[src/rtl/cpu_pkg.sv]
// Shared CPU control definitions: opcode/funct constants, the legal opcode
// list, PC mux select encodings, exception cause codes and the PC sequencer
// state/decode-class types.
package cpu_pkg;

  localparam logic [5:0] OP_RTYPE = 6'h00;
  localparam logic [5:0] OP_J     = 6'h02;
  localparam logic [5:0] OP_JAL   = 6'h03;
  localparam logic [5:0] OP_BEQ   = 6'h04;
  localparam logic [5:0] OP_BNE   = 6'h05;
  localparam logic [5:0] OP_ADDI  = 6'h08;
  localparam logic [5:0] OP_SLTI  = 6'h0A;
  localparam logic [5:0] OP_ANDI  = 6'h0C;
  localparam logic [5:0] OP_ORI   = 6'h0D;
  localparam logic [5:0] OP_LUI   = 6'h0F;
  localparam logic [5:0] OP_RTE   = 6'h10;
  localparam logic [5:0] OP_LW    = 6'h23;
  localparam logic [5:0] OP_SW    = 6'h2B;

  localparam logic [5:0] FN_ADD   = 6'h20;
  localparam logic [5:0] FN_SUB   = 6'h22;

  localparam int unsigned NUM_VALID_OPCODES = 13;
  localparam logic [5:0] VALID_OPCODES [NUM_VALID_OPCODES] = '{
    OP_RTYPE, OP_J, OP_JAL, OP_BEQ, OP_BNE, OP_ADDI, OP_SLTI,
    OP_ANDI, OP_ORI, OP_LUI, OP_RTE, OP_LW, OP_SW
  };

  localparam logic [2:0] PC_SRC_ALU    = 3'd0;
  localparam logic [2:0] PC_SRC_ALUOUT = 3'd1;
  localparam logic [2:0] PC_SRC_JUMP   = 3'd2;
  localparam logic [2:0] PC_SRC_EXCVEC = 3'd3;
  localparam logic [2:0] PC_SRC_MDR    = 3'd4;
  localparam logic [2:0] PC_SRC_EPC    = 3'd5;

  localparam logic [1:0] EXC_NONE    = 2'b00;
  localparam logic [1:0] EXC_INVALID = 2'b01;
  localparam logic [1:0] EXC_OVF     = 2'b10;

  typedef enum logic [3:0] {
    ST_IDLE, ST_INC, ST_BR, ST_JMP, ST_RTE, ST_ARITH, ST_FIN,
    ST_EXC_SAVE, ST_EXC_VEC, ST_EXC_RD, ST_EXC_LD
  } pc_seq_state_t;

  typedef enum logic [2:0] {
    CLS_FIN, CLS_BR, CLS_JMP, CLS_RTE, CLS_EXC, CLS_ARITH
  } pc_seq_class_t;

  // True when op appears in the legal opcode list.
  function automatic logic is_valid_opcode(input logic [5:0] op);
    logic hit;
    hit = 1'b0;
    for (int unsigned i = 0; i < NUM_VALID_OPCODES; i++)
      if (VALID_OPCODES[i] == op) hit = 1'b1;
    return hit;
  endfunction

endpackage

[src/rtl/pc_sequencer_decode.sv]
// Combinational opcode/funct classifier for the PC sequencer.
// Macro PC_SEQ_OVF_TRAP_EN: add/sub/addi classify as ARITH (overflow-checked);
// otherwise they complete like any other non-control-flow instruction.
module pc_seq_decode
  import cpu_pkg::*;
(
  input  logic [5:0]    opcode,
  input  logic [5:0]    funct,
  output pc_seq_class_t cls
);

`ifdef PC_SEQ_OVF_TRAP_EN
  localparam pc_seq_class_t ARITH_CLS = CLS_ARITH;
`else
  localparam pc_seq_class_t ARITH_CLS = CLS_FIN;
`endif

  // Map the sampled instruction to the sequence it needs.
  always_comb begin
    cls = CLS_FIN;
    if (!is_valid_opcode(opcode)) begin
      cls = CLS_EXC;
    end else begin
      unique case (opcode)
        OP_BEQ, OP_BNE: cls = CLS_BR;
        OP_J, OP_JAL:   cls = CLS_JMP;
        OP_RTE:         cls = CLS_RTE;
        OP_ADDI:        cls = ARITH_CLS;
        OP_RTYPE:       if (funct == FN_ADD || funct == FN_SUB) cls = ARITH_CLS;
        default:        cls = CLS_FIN;
      endcase
    end
  end

endmodule

[src/rtl/pc_sequencer.sv]
// PC-source / PC-write / EPC-write sequencer for the multicycle CPU.
// Optional overflow trapping is enabled with macro PC_SEQ_OVF_TRAP_EN
// (handled inside pc_seq_decode).
module pc_sequencer
  import cpu_pkg::*;
#(
  parameter int unsigned MEM_LATENCY = 2
)(
  input  logic       clk,
  input  logic       reset,
  input  logic       fetch_req,
  input  logic       instr_valid,
  input  logic [5:0] opcode,
  input  logic [5:0] funct,
  input  logic       alu_zero,
  input  logic       alu_overflow,
  output logic [2:0] pc_src,
  output logic       pc_write,
  output logic       epc_write,
  output logic       mem_rd,
  output logic [1:0] exc_cause,
  output logic       busy,
  output logic       done
);

  localparam int unsigned CW = (MEM_LATENCY > 1) ? $clog2(MEM_LATENCY) : 1;
  localparam logic [CW-1:0] CNT_LAST = CW'(MEM_LATENCY - 1);

  pc_seq_state_t state, state_d;
  pc_seq_class_t cls;
  logic [CW-1:0] cnt;
  logic [2:0]    pc_src_q;
  logic [1:0]    exc_cause_d;
  logic          is_bne, is_bne_d;

  pc_seq_decode u_decode (
    .opcode (opcode),
    .funct  (funct),
    .cls    (cls)
  );

  // State, table-read latency counter, branch sense, cause and held mux select.
  always_ff @(posedge clk or posedge reset) begin
    if (reset) begin
      state     <= ST_IDLE;
      cnt       <= '0;
      is_bne    <= 1'b0;
      exc_cause <= EXC_NONE;
      pc_src_q  <= PC_SRC_ALU;
    end else begin
      state     <= state_d;
      is_bne    <= is_bne_d;
      exc_cause <= exc_cause_d;
      pc_src_q  <= pc_src;
      if (state == ST_EXC_RD && cnt != CNT_LAST) cnt <= cnt + 1'b1;
      else                                      cnt <= '0;
    end
  end

  // Next state and Moore outputs; pc_src re-presents the last select in
  // states that do not drive the mux so the PC input never glitches.
  always_comb begin
    state_d     = state;
    pc_src      = pc_src_q;
    pc_write    = 1'b0;
    epc_write   = 1'b0;
    mem_rd      = 1'b0;
    done        = 1'b0;
    exc_cause_d = exc_cause;
    is_bne_d    = is_bne;
    unique case (state)
      ST_IDLE: begin
        if (instr_valid) begin
          exc_cause_d = EXC_NONE;
          is_bne_d    = (opcode == OP_BNE);
          unique case (cls)
            CLS_BR:    state_d = ST_BR;
            CLS_JMP:   state_d = ST_JMP;
            CLS_RTE:   state_d = ST_RTE;
            CLS_ARITH: state_d = ST_ARITH;
            CLS_EXC: begin
              state_d     = ST_EXC_SAVE;
              exc_cause_d = EXC_INVALID;
            end
            default:   state_d = ST_FIN;
          endcase
        end else if (fetch_req) begin
          exc_cause_d = EXC_NONE;
          state_d     = ST_INC;
        end
      end
      ST_INC: begin
        pc_src   = PC_SRC_ALU;
        pc_write = 1'b1;
        done     = 1'b1;
        state_d  = ST_IDLE;
      end
      ST_BR: begin
        pc_src   = PC_SRC_ALUOUT;
        pc_write = is_bne ? ~alu_zero : alu_zero;
        done     = 1'b1;
        state_d  = ST_IDLE;
      end
      ST_JMP: begin
        pc_src   = PC_SRC_JUMP;
        pc_write = 1'b1;
        done     = 1'b1;
        state_d  = ST_IDLE;
      end
      ST_RTE: begin
        pc_src   = PC_SRC_EPC;
        pc_write = 1'b1;
        done     = 1'b1;
        state_d  = ST_IDLE;
      end
      ST_ARITH: begin
        if (alu_overflow) begin
          state_d     = ST_EXC_SAVE;
          exc_cause_d = EXC_OVF;
        end else begin
          state_d = ST_FIN;
        end
      end
      ST_FIN: begin
        done    = 1'b1;
        state_d = ST_IDLE;
      end
      ST_EXC_SAVE: begin
        epc_write = 1'b1;
        state_d   = ST_EXC_VEC;
      end
      ST_EXC_VEC: begin
        pc_src   = PC_SRC_EXCVEC;
        pc_write = 1'b1;
        state_d  = ST_EXC_RD;
      end
      ST_EXC_RD: begin
        mem_rd = 1'b1;
        if (cnt == CNT_LAST) state_d = ST_EXC_LD;
      end
      ST_EXC_LD: begin
        pc_src   = PC_SRC_MDR;
        pc_write = 1'b1;
        done     = 1'b1;
        state_d  = ST_IDLE;
      end
      default: state_d = ST_IDLE;
    endcase
  end

  assign busy = (state != ST_IDLE);

endmodule
[config.mk]
export PLATFORM = sky130hd
export DESIGN_NAME = pc_sequencer
export DESIGN_NICKNAME = d
export VERILOG_FILES = /design/src/rtl/cpu_pkg.sv /design/src/rtl/pc_sequencer_decode.sv /design/src/rtl/pc_sequencer.sv
export SDC_FILE = /design/constraint.sdc
export NUM_CORES = 1
export LEC_CHECK = 0
export CAP_MARGIN = 10
export CORE_AREA = 3 3 57 59
export DETAILED_ROUTE_END_ITERATION = 16
export DIE_AREA = 0 0 60 62
export GPL_ROUTABILITY_DRIVEN = 1
export PLACE_DENSITY = 0.65
export SYNTH_ARGS = -nofsm -noshare
export SYNTH_HDL_FRONTEND = slang
export SYNTH_HIERARCHICAL = 1
export SYNTH_SLANG_ARGS = --single-unit
export TNS_END_PERCENT = 10
[constraint.sdc]
create_clock -name clk -period 3.1 [get_ports clk]
set_clock_uncertainty 0.05 [all_clocks]
set_input_delay 0.62 -clock clk [delete_from_list [all_inputs] [get_ports clk]]
set_output_delay 0.62 -clock clk [all_outputs]
set_load 0.03 [all_outputs]
==> summary.txt <==
CTS
  – Clock transition at the registers of the reported paths: 0.08 ns
  – CTS tree: built
  – Total CTS buffers: 3
  – Clock Latency Late Sink: approximately 0.27 ns
  – Hold_buf cts: 0
  – Clock buffer depth: 2
  – Root buffer cell: clkbuf_4
  – Sink Count: 11
  – H-tree lvl count: 1

Logic synthesis
  – Sequential-to-total area share from yosys stat: roughly a third
  – Syn nets: between 100 and 150
  – Synthesized instance count: 103
  – Cell variety after synth: 36
  – Post-Syn Area: 830 sq um
  – Seq cells post-synth: 11
  – Synth warn: 6
  – Async SR Flop Fraction: between 90% and 100%
  – Top_reg_cell synth: dfrtp_1
  – EDFF count, synth: 0
  – Avg Cell Area, Syn: between 8 and 9 sq um

Finish
  – Layout Utilization: between 30% and 40%
  – Fin cells: 156
  – Most frequent cells in the layout: clkdlybuf4s50_1, nor2_1, a21oi_1, dfrtp_1, o21ai_0
  – Most common cell after layout, fill and taps aside: clkdlybuf4s50_1
  – Fillers: about 300
  – Final #Nets: between 100 and 150
  – Proportion of layout cells with a drive suffix above 1: between 10 and 15%
  – Final instance area: around 1100 sq um
  – Ant diodes: 0
  – Area Growth Syn to Fin: 32.9%

Detailed routing
  – Via count: 826
  – Drt pass-1 iters: 4
  – Final ANT Viol Nets: 0
  – Post-DR vias/cell: ~5.3
  – Final wirelength: approximately 2000 microns
  – DRC errors left: 0
  – Wire length per cell: approximately 13 microns
  – Iteration-0 DRC count of the detailed router: 40

Timing
  – Setup_tns: 0 ns
  – Worst slew pin tran: 0.534 ns
  – F_max: ~0.35 GHz
  – Slew HR: 64.4%
  – Final min period: a little under 3 ns
  – Final Setup Violations: 0
  – Final Hold Violating Endpoints: 0
  – Final worst-path setup slack: 0.206 ns
  – Final max-slew violation count: 0
  – Period utilization: roughly 93%
  – RSZ-0062 raised after global routing: no
  – Hold slack: approximately 0.40 ns

Worst setup path
  – WS Path Type: reg -> out
  – CP max FO: 19
  – Worst path bufs/invs: 1
  – Crit-path cells: nor3b_1 > a21oi_1 > o221ai_1 > clkdlybuf4s50_1
  – CP max-delay cell: clkdlybuf4s50_1
  – Critical Path AT: approximately 2.2 ns
  – CP max stage delay: 0.72 ns
  – CP required: approximately 2.4 ns
  – Top delay family on crit path: buffers and inverters
  – Crit path launch type: register
  – Worst setup EP type: output pin

Power
  – Leak Pwr: 0.489 nW
  – Power after layout: slightly above 0.9 mW
  – Peak supply drop: 0.573 mV
  – Power density cells: 846 nW/um^2

Placement
  – Final RePlAce weighted congestion: 0.814
  – Placed Area: between 1000 and 1500 sq um
  – Post-DP HPWL: between 1500 and 2000 microns
  – Pre-CTS setup slack: 0.145 ns
  – IO buf count: 21
  – Dpl cells: between 150 and 200

Floorplanning
  – Core Box Area: between 2000 and 3000 sq um
  – Die H: approximately 62 microns
  – Die footprint: roughly 3700 sq um
  – Starting Density: 30.1%
  – Die W: 60 microns
  – Rows: 19
  – Io pins: 28

Min path
  – Hold WC Path Type: reg -> reg

Global routing
  – All-Layer GR Usage: between 10% and 20%
  – Initial antenna violation count: 0
  – Total grt overflow: 0
  – Global-route wire length before repair: about 3400 microns
  – Largest net degree at the start of global routing: 20
  – Vias in the first global route: between 700 and 800

Status
  – Outcome: finished, final reports clean

Job
  – MaxCap Viol Count: 0
-- cells in the mapped netlist, drive strengths merged, types with 2 or more instances --
library cell   n  area, sq um
inv            6         22.5
nor3b          2         15.0
a22oi          2         15.0
a21oi         11         55.1
o22ai          3         25.0
nor2          13         48.8
mux2i          2         20.0
o21ai          8         40.0
nand2b         2         12.5
buf            3         21.3
a21o           2         15.0
clkbuf         4         15.0
dfrtp         11          275
nor4           2         12.5
nand2          5         18.8
nand3          5         25.0
xor2           3         26.3
nor2b          3         18.8
-- power by group --
group          switching, mW  internal, mW
clock                 0.0544        0.0478
combinational          0.322         0.246
sequential            0.0751         0.188
-- logic make-up (layout without fill, tap and decap cells) --
family | count (synthesis) | after routing | synth area share (%)
and+or+nand+nor | 38 | 38 | 24.0
DFF | 11 | 11 | 33.2
buffers and inverters | 13 | 35 | 7.09
muxes | 3 | 3 | 4.22
xor gates and xnor gates | 4 | 4 | 4.22
AOI/OAI and AO/OA | 34 | 34 | 27.3
-- registers in the layout, indices dropped and copies added (netlist names) --
| name | count |
|---|---|
| cnt | 1 |
| exc_cause | 2 |
| is_bne | 1 |
| pc_src_q | 3 |
| state | 4 |
-- repair_timing --
| action | CTS | global route |
|---|---|---|
| setup endpoints to repair | 0 | 1 |
| setup buffers | 0 | 0 |
| gates resized for setup | 0 | 1 |
-- routing by layer --
layer	track usage, %	wire, microns	vias up	part of all wire [%]
li1	-	-	420	-
met1	14.5	945	378	47
met2	21.0	926	23	46
met3	2.48	134	5	6.6
met4	2.85	20	0	0.99
met5	0	0	-	0
-- layout make-up --
cell class | count | area, sq um | share of cell area [%]
multi-input combinational | 79 | 495 | 44.9
sequential | 11 | 275 | 25.0
timing repair buffer | 25 | 243 | 22.0
tap | 31 | 38.8 | 3.52
clock buffer | 3 | 22.5 | 2.04
inverter | 6 | 22.5 | 2.04
clock inverter | 1 | 5.00 | 0.454
-- path summary, 6_finish.rpt --
path                                      startpoint                    end  slack, ns  cells after the start
worst max-delay path            state[2]$_DFFE_PP0P_              pc_src[2]       0.21                      4
worst min-delay path                   cnt$_DFF_PP0_          cnt$_DFF_PP0_       0.40                      1
worst max register to register  state[3]$_DFFE_PP0P_   state[0]$_DFFE_PP0P_       1.38                      4
worst min register to register         cnt$_DFF_PP0_          cnt$_DFF_PP0_       0.40                      1
max in group asynchronous                      reset   state[0]$_DFFE_PP0P_       2.11                      2
min in group asynchronous                      reset  pc_src_q[1]$_DFF_PP0_       0.59                      2
Note: power is estimated with default switching activity, not from simulation.
